## src/rtl/stack_alu_sequencer_if.sv

```systemverilog
// ---------------------------------------------------------------------------
// stack_alu_sequencer_if
// Bundles the three streams around the RPN sequencer:
//   token stream  : tok_valid/tok_ready, tok_kind, tok_value (host -> seq)
//   ALU command   : alu_opcode, alu_data (seq -> ALU), alu_result,
//                   alu_overflow (ALU -> seq)
//   result stream : res_valid/res_ready, res_data, res_overflow, res_error
//   status        : depth (sequencer's model of ALU stack occupancy)
// Modports: slave = sequencer view, master = host/ALU environment view.
// ---------------------------------------------------------------------------
interface stack_alu_sequencer_if #(
    parameter int N         = 8,
    parameter int MAX_DEPTH = 15
);
    localparam int DW = $clog2(MAX_DEPTH + 1);

    logic           tok_valid;
    logic           tok_ready;
    logic [1:0]     tok_kind;
    logic [N-1:0]   tok_value;

    logic [2:0]     alu_opcode;
    logic [N-1:0]   alu_data;
    logic [N-1:0]   alu_result;
    logic           alu_overflow;

    logic           res_valid;
    logic           res_ready;
    logic [N-1:0]   res_data;
    logic           res_overflow;
    logic           res_error;
    logic [DW-1:0]  depth;

    modport slave (
        input  tok_valid, tok_kind, tok_value, alu_result, alu_overflow, res_ready,
        output tok_ready, alu_opcode, alu_data, res_valid, res_data,
               res_overflow, res_error, depth
    );

    modport master (
        output tok_valid, tok_kind, tok_value, alu_result, alu_overflow, res_ready,
        input  tok_ready, alu_opcode, alu_data, res_valid, res_data,
               res_overflow, res_error, depth
    );
endinterface

```

## src/rtl/stack_alu_sequencer.sv

```systemverilog
// ---------------------------------------------------------------------------
// stack_alu_sequencer
// Postfix (RPN) expression sequencer driving a stack-based ALU. Accepts
// operand/operator/end tokens, issues push/op/pop opcodes one per cycle,
// and reports one result per expression with sticky overflow and error.
// Ports:
//   clk   - rising-edge clock
//   reset - asynchronous active-low reset (ALU is reset from ~reset)
//   bus   - stack_alu_sequencer_if.slave (token, ALU, result, depth)
// ---------------------------------------------------------------------------
module stack_alu_sequencer #(
    parameter int N         = 8,
    parameter int MAX_DEPTH = 15
) (
    input  logic                   clk,
    input  logic                   reset,
    stack_alu_sequencer_if.slave   bus
);
    localparam int DW = $clog2(MAX_DEPTH + 1);

    localparam logic [2:0] OPC_NOP  = 3'b000;
    localparam logic [2:0] OPC_ADD  = 3'b100;
    localparam logic [2:0] OPC_MUL  = 3'b101;
    localparam logic [2:0] OPC_PUSH = 3'b110;
    localparam logic [2:0] OPC_POP  = 3'b111;

    localparam logic [DW-1:0] DEPTH_MAX  = DW'(MAX_DEPTH);
    localparam logic [DW-1:0] DEPTH_ZERO = '0;
    localparam logic [DW-1:0] DEPTH_ONE  = DW'(1);
    localparam logic [DW-1:0] DEPTH_TWO  = DW'(2);

    typedef enum logic [3:0] {
        S_ACCEPT, S_PUSH, S_OP, S_POP1, S_POP2, S_RPUSH,
        S_FPOP, S_FCAP, S_ERR, S_DRAIN, S_DONE
    } state_t;

    state_t          r_state;
    logic [2:0]      r_opcode;
    logic [N-1:0]    r_alu_data;
    logic [N-1:0]    r_temp;
    logic            r_sticky;
    logic            r_err;
    logic [DW-1:0]   r_depth;
    logic            r_res_valid;
    logic [N-1:0]    r_res_data;
    logic            r_res_overflow;
    logic            r_res_error;

    logic            w_tok_ready;
    logic            w_tok_fire;

    assign w_tok_ready = (r_state == S_ACCEPT);
    assign w_tok_fire  = bus.tok_valid & w_tok_ready;

    assign bus.tok_ready    = w_tok_ready;
    assign bus.alu_opcode   = r_opcode;
    assign bus.alu_data     = r_alu_data;
    assign bus.res_valid    = r_res_valid;
    assign bus.res_data     = r_res_data;
    assign bus.res_overflow = r_res_overflow;
    assign bus.res_error    = r_res_error;
    assign bus.depth        = r_depth;

    // The opcode register always holds the opcode of the state being
    // entered, so every transition loads r_opcode alongside r_state.
    always_ff @(posedge clk or negedge reset) begin
        if (!reset) begin
            r_state        <= S_ACCEPT;
            r_opcode       <= OPC_NOP;
            r_alu_data     <= '0;
            r_temp         <= '0;
            r_sticky       <= 1'b0;
            r_err          <= 1'b0;
            r_depth        <= '0;
            r_res_valid    <= 1'b0;
            r_res_data     <= '0;
            r_res_overflow <= 1'b0;
            r_res_error    <= 1'b0;
        end else begin
            case (r_state)
                S_ACCEPT: begin
                    if (w_tok_fire) begin
                        case (bus.tok_kind)
                            2'b00: begin
                                if (r_depth == DEPTH_MAX) begin
                                    r_state  <= S_ERR;
                                    r_opcode <= OPC_NOP;
                                end else begin
                                    r_state    <= S_PUSH;
                                    r_opcode   <= OPC_PUSH;
                                    r_alu_data <= bus.tok_value;
                                end
                            end
                            2'b01, 2'b10: begin
                                if (r_depth < DEPTH_TWO) begin
                                    r_state  <= S_ERR;
                                    r_opcode <= OPC_NOP;
                                end else begin
                                    r_state  <= S_OP;
                                    r_opcode <= (bus.tok_kind == 2'b01) ? OPC_ADD : OPC_MUL;
                                end
                            end
                            default: begin
                                if (r_depth == DEPTH_ONE) begin
                                    r_state  <= S_FPOP;
                                    r_opcode <= OPC_POP;
                                end else begin
                                    r_state  <= S_ERR;
                                    r_opcode <= OPC_NOP;
                                end
                            end
                        endcase
                    end
                end
                S_PUSH: begin
                    r_depth  <= r_depth + DEPTH_ONE;
                    r_state  <= S_ACCEPT;
                    r_opcode <= OPC_NOP;
                end
                S_OP: begin
                    r_state  <= S_POP1;
                    r_opcode <= OPC_POP;
                end
                S_POP1: begin
                    // Operation result is on alu_result during this cycle.
                    r_temp <= bus.alu_result;
                    if (bus.alu_overflow == 1'b1) begin
                        r_sticky <= 1'b1;
                    end
                    r_state  <= S_POP2;
                    r_opcode <= OPC_POP;
                end
                S_POP2: begin
                    r_depth    <= r_depth - DEPTH_TWO;
                    r_state    <= S_RPUSH;
                    r_opcode   <= OPC_PUSH;
                    r_alu_data <= r_temp;
                end
                S_RPUSH: begin
                    r_depth  <= r_depth + DEPTH_ONE;
                    r_state  <= S_ACCEPT;
                    r_opcode <= OPC_NOP;
                end
                S_FPOP: begin
                    r_depth  <= r_depth - DEPTH_ONE;
                    r_state  <= S_FCAP;
                    r_opcode <= OPC_NOP;
                end
                S_FCAP: begin
                    r_res_data     <= bus.alu_result;
                    r_res_overflow <= r_sticky;
                    r_res_error    <= 1'b0;
                    r_res_valid    <= 1'b1;
                    r_state        <= S_DONE;
                    r_opcode       <= OPC_NOP;
                end
                S_ERR: begin
                    r_err    <= 1'b1;
                    r_state  <= S_DRAIN;
                    r_opcode <= (r_depth != DEPTH_ZERO) ? OPC_POP : OPC_NOP;
                end
                S_DRAIN: begin
                    if (r_depth != DEPTH_ZERO) begin
                        // Pop issued this cycle; next cycle pops only if more remain.
                        r_depth  <= r_depth - DEPTH_ONE;
                        r_opcode <= (r_depth != DEPTH_ONE) ? OPC_POP : OPC_NOP;
                    end else begin
                        r_res_data     <= '0;
                        r_res_overflow <= r_sticky;
                        r_res_error    <= r_err;
                        r_res_valid    <= 1'b1;
                        r_state        <= S_DONE;
                        r_opcode       <= OPC_NOP;
                    end
                end
                S_DONE: begin
                    if (bus.res_ready) begin
                        r_res_valid <= 1'b0;
                        r_sticky    <= 1'b0;
                        r_err       <= 1'b0;
                        r_state     <= S_ACCEPT;
                        r_opcode    <= OPC_NOP;
                    end
                end
                default: begin
                    r_state  <= S_ACCEPT;
                    r_opcode <= OPC_NOP;
                end
            endcase
        end
    end
endmodule

```

## src/flat_wrapper.sv

```systemverilog
// flat-port wrapper written by rule: the top's interface ports become plain ports
module stack_alu_sequencer_flat 
#(
    parameter int N         = 8,
    parameter int MAX_DEPTH = 15
)
  (clk, reset, bus_tok_valid, bus_tok_kind, bus_tok_value, bus_alu_result, bus_alu_overflow, bus_res_ready, bus_tok_ready, bus_alu_opcode, bus_alu_data, bus_res_valid, bus_res_data, bus_res_overflow, bus_res_error, bus_depth);
  stack_alu_sequencer_if #(.N(N), .MAX_DEPTH(MAX_DEPTH)) bus_i ();
  input  logic clk;
  input  logic reset;
  input wire logic [$bits(bus_i.tok_valid)-1:0] bus_tok_valid;
  input wire logic [$bits(bus_i.tok_kind)-1:0] bus_tok_kind;
  input wire logic [$bits(bus_i.tok_value)-1:0] bus_tok_value;
  input wire logic [$bits(bus_i.alu_result)-1:0] bus_alu_result;
  input wire logic [$bits(bus_i.alu_overflow)-1:0] bus_alu_overflow;
  input wire logic [$bits(bus_i.res_ready)-1:0] bus_res_ready;
  output wire logic [$bits(bus_i.tok_ready)-1:0] bus_tok_ready;
  output wire logic [$bits(bus_i.alu_opcode)-1:0] bus_alu_opcode;
  output wire logic [$bits(bus_i.alu_data)-1:0] bus_alu_data;
  output wire logic [$bits(bus_i.res_valid)-1:0] bus_res_valid;
  output wire logic [$bits(bus_i.res_data)-1:0] bus_res_data;
  output wire logic [$bits(bus_i.res_overflow)-1:0] bus_res_overflow;
  output wire logic [$bits(bus_i.res_error)-1:0] bus_res_error;
  output wire logic [$bits(bus_i.depth)-1:0] bus_depth;
  assign bus_i.tok_valid = bus_tok_valid;
  assign bus_i.tok_kind = bus_tok_kind;
  assign bus_i.tok_value = bus_tok_value;
  assign bus_i.alu_result = bus_alu_result;
  assign bus_i.alu_overflow = bus_alu_overflow;
  assign bus_i.res_ready = bus_res_ready;
  assign bus_tok_ready = bus_i.tok_ready;
  assign bus_alu_opcode = bus_i.alu_opcode;
  assign bus_alu_data = bus_i.alu_data;
  assign bus_res_valid = bus_i.res_valid;
  assign bus_res_data = bus_i.res_data;
  assign bus_res_overflow = bus_i.res_overflow;
  assign bus_res_error = bus_i.res_error;
  assign bus_depth = bus_i.depth;
  stack_alu_sequencer #(.N(N), .MAX_DEPTH(MAX_DEPTH)) u_core (.clk(clk), .reset(reset), .bus(bus_i));
endmodule
```

## config.mk

```make
export PLATFORM = sky130hd
export DESIGN_NAME = stack_alu_sequencer_flat
export DESIGN_NICKNAME = d
export VERILOG_FILES = /design/src/rtl/stack_alu_sequencer_if.sv /design/src/rtl/stack_alu_sequencer.sv /design/src/flat_wrapper.sv
export SDC_FILE = /design/constraint.sdc
export NUM_CORES = 1
export LEC_CHECK = 0
export ABC_CLOCK_PERIOD_IN_PS = 3600
export CAP_MARGIN = 10
export CORE_MARGIN = 2
export CORE_UTILIZATION = 45
export CTS_CLUSTER_SIZE = 24
export DETAILED_ROUTE_END_ITERATION = 8
export MAX_ROUTING_LAYER = met4
export PLACE_DENSITY = 0.72
export SKIP_LAST_GASP = 1
export SLEW_MARGIN = 25
export SYNTH_ARGS = -nofsm -noshare
export SYNTH_HDL_FRONTEND = slang
export SYNTH_SLANG_ARGS = --single-unit
```

## constraint.sdc

```tcl
create_clock -name clk -period 3.6 [get_ports clk]
set_input_delay 1.08 -clock clk [delete_from_list [all_inputs] [get_ports clk]]
set_output_delay 1.08 -clock clk [all_outputs]
set_load 0.01 [all_outputs]
```

==> results of run 1 <==
==> worst max-delay path: stages, from the launching register on <==
cell and delay, ps:
dfrtp_1 590, nor4_4 580, clkdlybuf4s50_1 650
==> metal layers <==
layer	wire length (um)	part of all wire [%]	global-route usage, %	vias up
met5	0	0	-	-
met4	64	1.2	5.45	0
met3	251	4.7	4.50	7
met2	2490	47	30.3	51
met1	2520	47	26.3	866
li1	-	-	-	866
==> stage by stage <==
| step | hold WS (ps) | utilization, % | setup slack, ps | instances |
|---|---|---|---|---|
| after floorplan | 472 | - | 1490 | 208 |
| after global placement | 477 | 56.8 | 779 | 318 |
| after detailed placement | 480 | 56.8 | 737 | 318 |
| after CTS | 504 | 58.7 | 398 | 326 |
| after global routing | 527 | 58.7 | 292 | 326 |
| final | 502 | 58.7 | 407 | 326 |
==> final cells by class <==
class | instances | area share, %
clock buffer | 7 | 2.92
clock inverter | 1 | 0.254
inverter | 11 | 1.40
multi-input combinational | 144 | 41.2
sequential | 40 | 33.8
tap | 70 | 2.96
timing repair buffer | 53 | 17.4
==> cells by family after synthesis <==
logic type | count (synthesis) | synth area share (%)
AOI/OAI and AO/OA | 55 | 18.3
and+or+nand+nor | 52 | 15.7
DFF | 40 | 42.9
muxes | 26 | 12.5
buffers and inverters | 24 | 4.78
adders and majority gates | 10 | 5.37
xor gates and xnor gates | 1 | 0.376
==> registers in the layout, indices dropped and copies added (netlist names) <==
name,flops
u_core.bus.alu_data,8
u_core.bus.res_data,8
u_core.r_temp,8
u_core.bus.depth,4
u_core.r_state,4
u_core.bus.alu_opcode,3
u_core.bus.res_error,1
u_core.bus.res_overflow,1
u_core.bus.res_valid,1
u_core.r_err,1
u_core.r_sticky,1
==> power breakdown <==
part | internal (W) | total [W] | switching [W]
registers | 0.000648 | 0.000819 | 0.000171
logic | 0.000682 | 0.00126 | 0.000580
clock network | 0.000156 | 0.000316 | 0.000160
total | 0.00149 | 0.00240 | 0.000911
==> cells in the final DEF, fill, tap and decap left out, drive strengths merged, types with 3 or more instances in the layout <==
cell type | Yosys | routed
mux2 | 25 | 25
nand2b | 4 | 4
dfrtp | 40 | 40
clkdlybuf4s50 | 0 | 48
buf | 7 | 5
nor3b | 3 | 3
nand3 | 3 | 3
o21ai | 7 | 7
clkbuf | 6 | 7
a22o | 9 | 9
or3b | 3 | 3
a21oi | 10 | 10
nand2 | 9 | 9
nor2 | 6 | 6
nor3 | 3 | 3
inv | 11 | 11
ha | 10 | 10
==> worst max-delay path by stage <==
stage          cells past startpoint                                  to                          start
6_report                           2                       bus_tok_ready  u_core.r_state[2]$_DFFE_PN0P_
5_1_grt                            2                       bus_tok_ready  u_core.r_state[2]$_DFFE_PN0P_
4_1_cts                            2                       bus_tok_ready  u_core.r_state[2]$_DFFE_PN0P_
3_5_place_dp                       2                       bus_tok_ready  u_core.r_state[2]$_DFFE_PN0P_
3_3_place_gp                       2                       bus_tok_ready  u_core.r_state[2]$_DFFE_PN0P_
2_1_floorplan                      5  u_core.bus.alu_data[0]$_DFFE_PN0P_                bus_tok_kind[1]
==> qor.yml, run 1 <==
yosys:
  synth_top_cell_by_area: "dfrtp_1"
  yosys-top-cells-area: "dfrtp_1 (43%), mux2_2 (12%), ha_1 (5.4%), a22o_1 (3.4%), a21oi_1 (1.9%)"
  synth_edf_count: 0
  yosysMostFrequentCell: "dfrtp_1"
  synth_top_area_share_pct: 42.9
  synthCells: 208
  synthFlopType: "dfrtp_1"
  synth_nets: 241
  yosys_warnings: 0
  synth_area_per_cell_um2: 11.2
  async_flop_share_pct: 100
  syn_area_mm2: 0.00233
  synthTopCellsByCount: "dfrtp_1 (40), mux2_2 (25), inv_1 (11)"
  seq_area_frac_synth_pct: 42.9
  ys_ff_latch: 40
  yosysUniqueCellTypes: 61
global_routing:
  antenna_found_initial: 0
  grt_first_pass_wirelength_mm: 8.89
  grt_max_degree: 41
  grt.overflow.total: 0
  grt_pass1_vias: 1796
  grtUsageTotal_pct: 19.6
die:
  start_util_pct: 46.2
  rows: 26
  die_area_mm2: 0.00577
  die_x_um: 76.0
  die_h_um: 76.0
  io_pins: 50
  core_area_mm2: 0.00504
timing:
  rsz0062_at_grt: "false"
  slew-limit-headroom_pct: 42.1
  fmax_ghz: 0.313
  fin_crit_ps: 3190
  worstMarginPinSlew_ps: 869
  hold_viol: 0
  fin_tns_setup_ps: 0
  finClkSkew_ps: 4.53
  post-route-period-util_pct: 88.7
  maxSlewViolCount: 0
  finalSetupViolations: 0
routing:
  drc: 0
  wl_per_cell_um: 16.3
  drt_iter0_markers: 121
  vias: 1790
  first_pass_iters: 4
  via_per_inst: 5.49
  postRouteAntennaNets: 0
  wl_mm: 5.32
finish:
  n_antenna_cell: 0
  drive_gt1_share_pct: 19.1
  multiInputGateArea_mm2: 0.00122
  area_growth_pct: 26.9
  fin_nets: 288
  seq_area_mm2: 0.00100
  postLayoutCellArea_mm2: 0.00296
  fill_cells: 456
worst_hold_path:
  hold_start: "u_core.bus.res_error$_DFFE_PN0P_"
  hold_path_end: "u_core.bus.res_error$_DFFE_PN0P_"
  worstHoldPathType: "reg -> reg"
  hold_depth: 2
cts:
  clk_path_buf_depth: 2
  cts.clk_slew.worst_paths_ps: 80
  cts.sinks: 40
  h-tree-depth: 2
  clockRootBuffer: "clkbuf_8"
  cts_hold_buf: 0
  tritoncts: "done"
  cts_setup_buffers: 0
  cts-resized-gates: 0
  clk_latency_ps: 290
  cts_buffers: 5
pwr:
  p_per_area_mw_per_mm2: 810
  power_w: 0.00240
  irDropWorstVdd_uv: 464
  p_leak_nw: 1.24
setup_path:
  worstSetupPathType: "reg -> out"
  r2r_cells: 4
  r2r_start: "u_core.r_state[2]$_DFFE_PN0P_"
  cp.arrival_ps: 2110
  r2r_end: "u_core.bus.alu_data[7]$_DFFE_PN0P_"
  path_max_fanout: 19
  cp-start-kind: "flop"
  cp_data_required_time_ps: 2520
  end_kind: "output pin"
  rrSetupSlack_ps: 1240
status:
  status: "completed"
placed_design:
  routabilityCongestion: 0.915
  place_area_mm2: 0.00286
  portBuffers: 49
  dpl.hpwl_mm: 3.76
run:
  max_cap_violations: 0
Note: power is estimated with default switching activity, not from simulation.
==> run 2, diff against run 1 <==
Settings changed: REMOVE_ABC_BUFFERS set to 1.
==> run 2 against run 1 <==
Net effect:
- die area unchanged
- highest routed layer unchanged
- register-to-register slack better by 70 ps
- fmax up 8.6%
- non-clock buffer count grew 1
- global-route usage shrank 0.69 points
- critical path depth stayed put
- first-iteration DRC count decreased by 28%
- count of clock-buffer cells in the layout decreased by 2
- clock skew up 0.71 ps
- sequential share of layout area fell by 0.13 points
==> qor.yml, run 2 (same netlist as run 1, synthesis figures left out) <==
pwr:
  comb_power_share_pct: 54.1
  switching_share_pct: 37.8
  power_w: 0.00236
  switchingPower_w: 0.000892
  irDropWorstVdd_uv: 360
  p_leak_nw: 1.25
  seqPwrFrac_pct: 33.6
  p_per_area_mw_per_mm2: 796
  p_int_w: 0.00147
  clockPowerShare_pct: 12.2
setup_path:
  cp-start-kind: "flop"
  worstSetupPathType: "reg -> out"
  path_max_fanout: 8
  end_kind: "output pin"
  r2r_start: "u_core.r_state[0]$_DFFE_PN0P_"
  r2r_cells: 5
  cp_data_required_time_ps: 2520
  startpoint: "u_core.r_state[0]$_DFFE_PN0P_"
  cp.arrival_ps: 1860
timing:
  post-route-period-util_pct: 81.7
  finalSetupViolations: 0
  fmax_ghz: 0.340
  rsz0062_at_grt: "false"
  hold_viol: 0
  slew-limit-headroom_pct: 54.1
  finClkSkew_ps: 5.24
  fin_tns_setup_ps: 0
  fin_crit_ps: 2940
  worstMarginPinSlew_ps: 685
  maxSlewViolCount: 0
  fin_ws_ps: 660
run:
  max_cap_violations: 0
finish:
  final_cell_mix: "clkdlybuf4s50_1 (48), dfrtp_1 (40), mux2_2 (25), inv_1 (11), ha_1 (10)"
  fin_nets: 289
  drive_gt1_share_pct: 19.9
  stdcell_count: 326
  layout.cells.most_common: "clkdlybuf4s50_1"
  area_growth_pct: 27.4
  n_antenna_cell: 0
  fin_util_pct: 58.9
die:
  die_area_mm2: 0.00577
  io_pins: 50
  core_area_mm2: 0.00504
  rows: 26
  start_util_pct: 46.2
  die_h_um: 76.0
  die_x_um: 76.0
routing:
  first_pass_iters: 4
  wl_per_cell_um: 15.7
  drc: 0
  wl_mm: 5.13
  via_per_inst: 5.60
  drt_iter0_markers: 87
  vias: 1826
  postRouteAntennaNets: 0
cts:
  cts_hold_buf: 0
  cts_buffers: 5
  clk_path_buf_depth: 2
  cts-resized-gates: 0
  cts_setup_buffers: 0
  clk_latency_ps: 290
  h-tree-depth: 2
  cts.clk_slew.worst_paths_ps: 80
  clockRootBuffer: "clkbuf_8"
  tritoncts: "done"
  cts.sinks: 40
worst_hold_path:
  worstHoldPathType: "reg -> reg"
  hold_start: "u_core.bus.alu_opcode[0]$_DFFE_PN0P_"
  hold_depth: 2
global_routing:
  grt.overflow.total: 0
  grt_max_degree: 41
  grt_first_pass_wirelength_mm: 8.65
  grtUsageTotal_pct: 18.9
  grt_pass1_vias: 1771
  antenna_found_initial: 0
placed_design:
  routabilityCongestion: 0.853
  portBuffers: 49
  dp.cells: 318
  place_ws_ps: 721
  dpl.hpwl_mm: 3.54
status:
  status: "completed"
==> run 2: cell types whose count changed in the layout (fill, tap and decap cells not counted) <==
cell	before	now
buf_12	0	1
clkbuf_1	1	0
a21oi_1	9	8
a21oi_2	0	1
clkbuf_8	6	5
clkinv_2	0	1
==> run 2: metal layers <==
metal / part of all wire [%] / vias to the layer above / wire [um] / track usage, %
met5: 0 / - / 0 / -
met4: 1.0 / 0 / 53 / 4.91
met3: 5.0 / 7 / 257 / 3.91
met2: 45 / 48 / 2290 / 27.6
met1: 49 / 900 / 2530 / 27.2
li1: - / 871 / - / -
==> run 2: worst max-delay path: stages (launching register included) <==
cell and delay, ps:
dfrtp_1 410, nor4_4 520, clkdlybuf4s50_1 640
==> run 2: per-stage QoR <==
step                      hold slack (ps)  cell area [um^2]
after floorplan                       472              2260
after global placement                480              2860
after detailed placement              475              2860
final                                 484              2970
after global routing                  521              2970
after CTS                             493              2950
==> run 2: power groups by stage <==
stage,clock network (W),logic (W),registers (W)
after global placement,0,0.00126,0.000802
final,0.000289,0.00128,0.000795
after global routing,0.000316,0.00140,0.000825
after floorplan,0,0.000687,0.000886
after detailed placement,0,0.00128,0.000800
after CTS,0.000298,0.00128,0.000798
==> run 2: cell type report <==
type	instances	area (um^2)
Timing Repair Buffer	54	536
Clock inverter	2	12.5
Clock buffer	5	68.8
Multi-Input combinational cell	144	1220
Inverter	11	41.3
Tap cell	70	87.6
Fill cell	457	2070
Sequential cell	40	1000
==> run 2: final timing paths <==
check,slack (ps),to
hold reg to reg,480,u_core.bus.alu_opcode[0]$_DFFE_PN0P_
min in group asynchronous,670,u_core.r_err$_DFFE_PN0P_
hold / removal,480,u_core.bus.alu_opcode[0]$_DFFE_PN0P_
setup reg to reg,1310,u_core.bus.alu_data[1]$_DFFE_PN0P_
setup / recovery,660,bus_tok_ready
max in group asynchronous,2480,u_core.bus.alu_opcode[0]$_DFFE_PN0P_
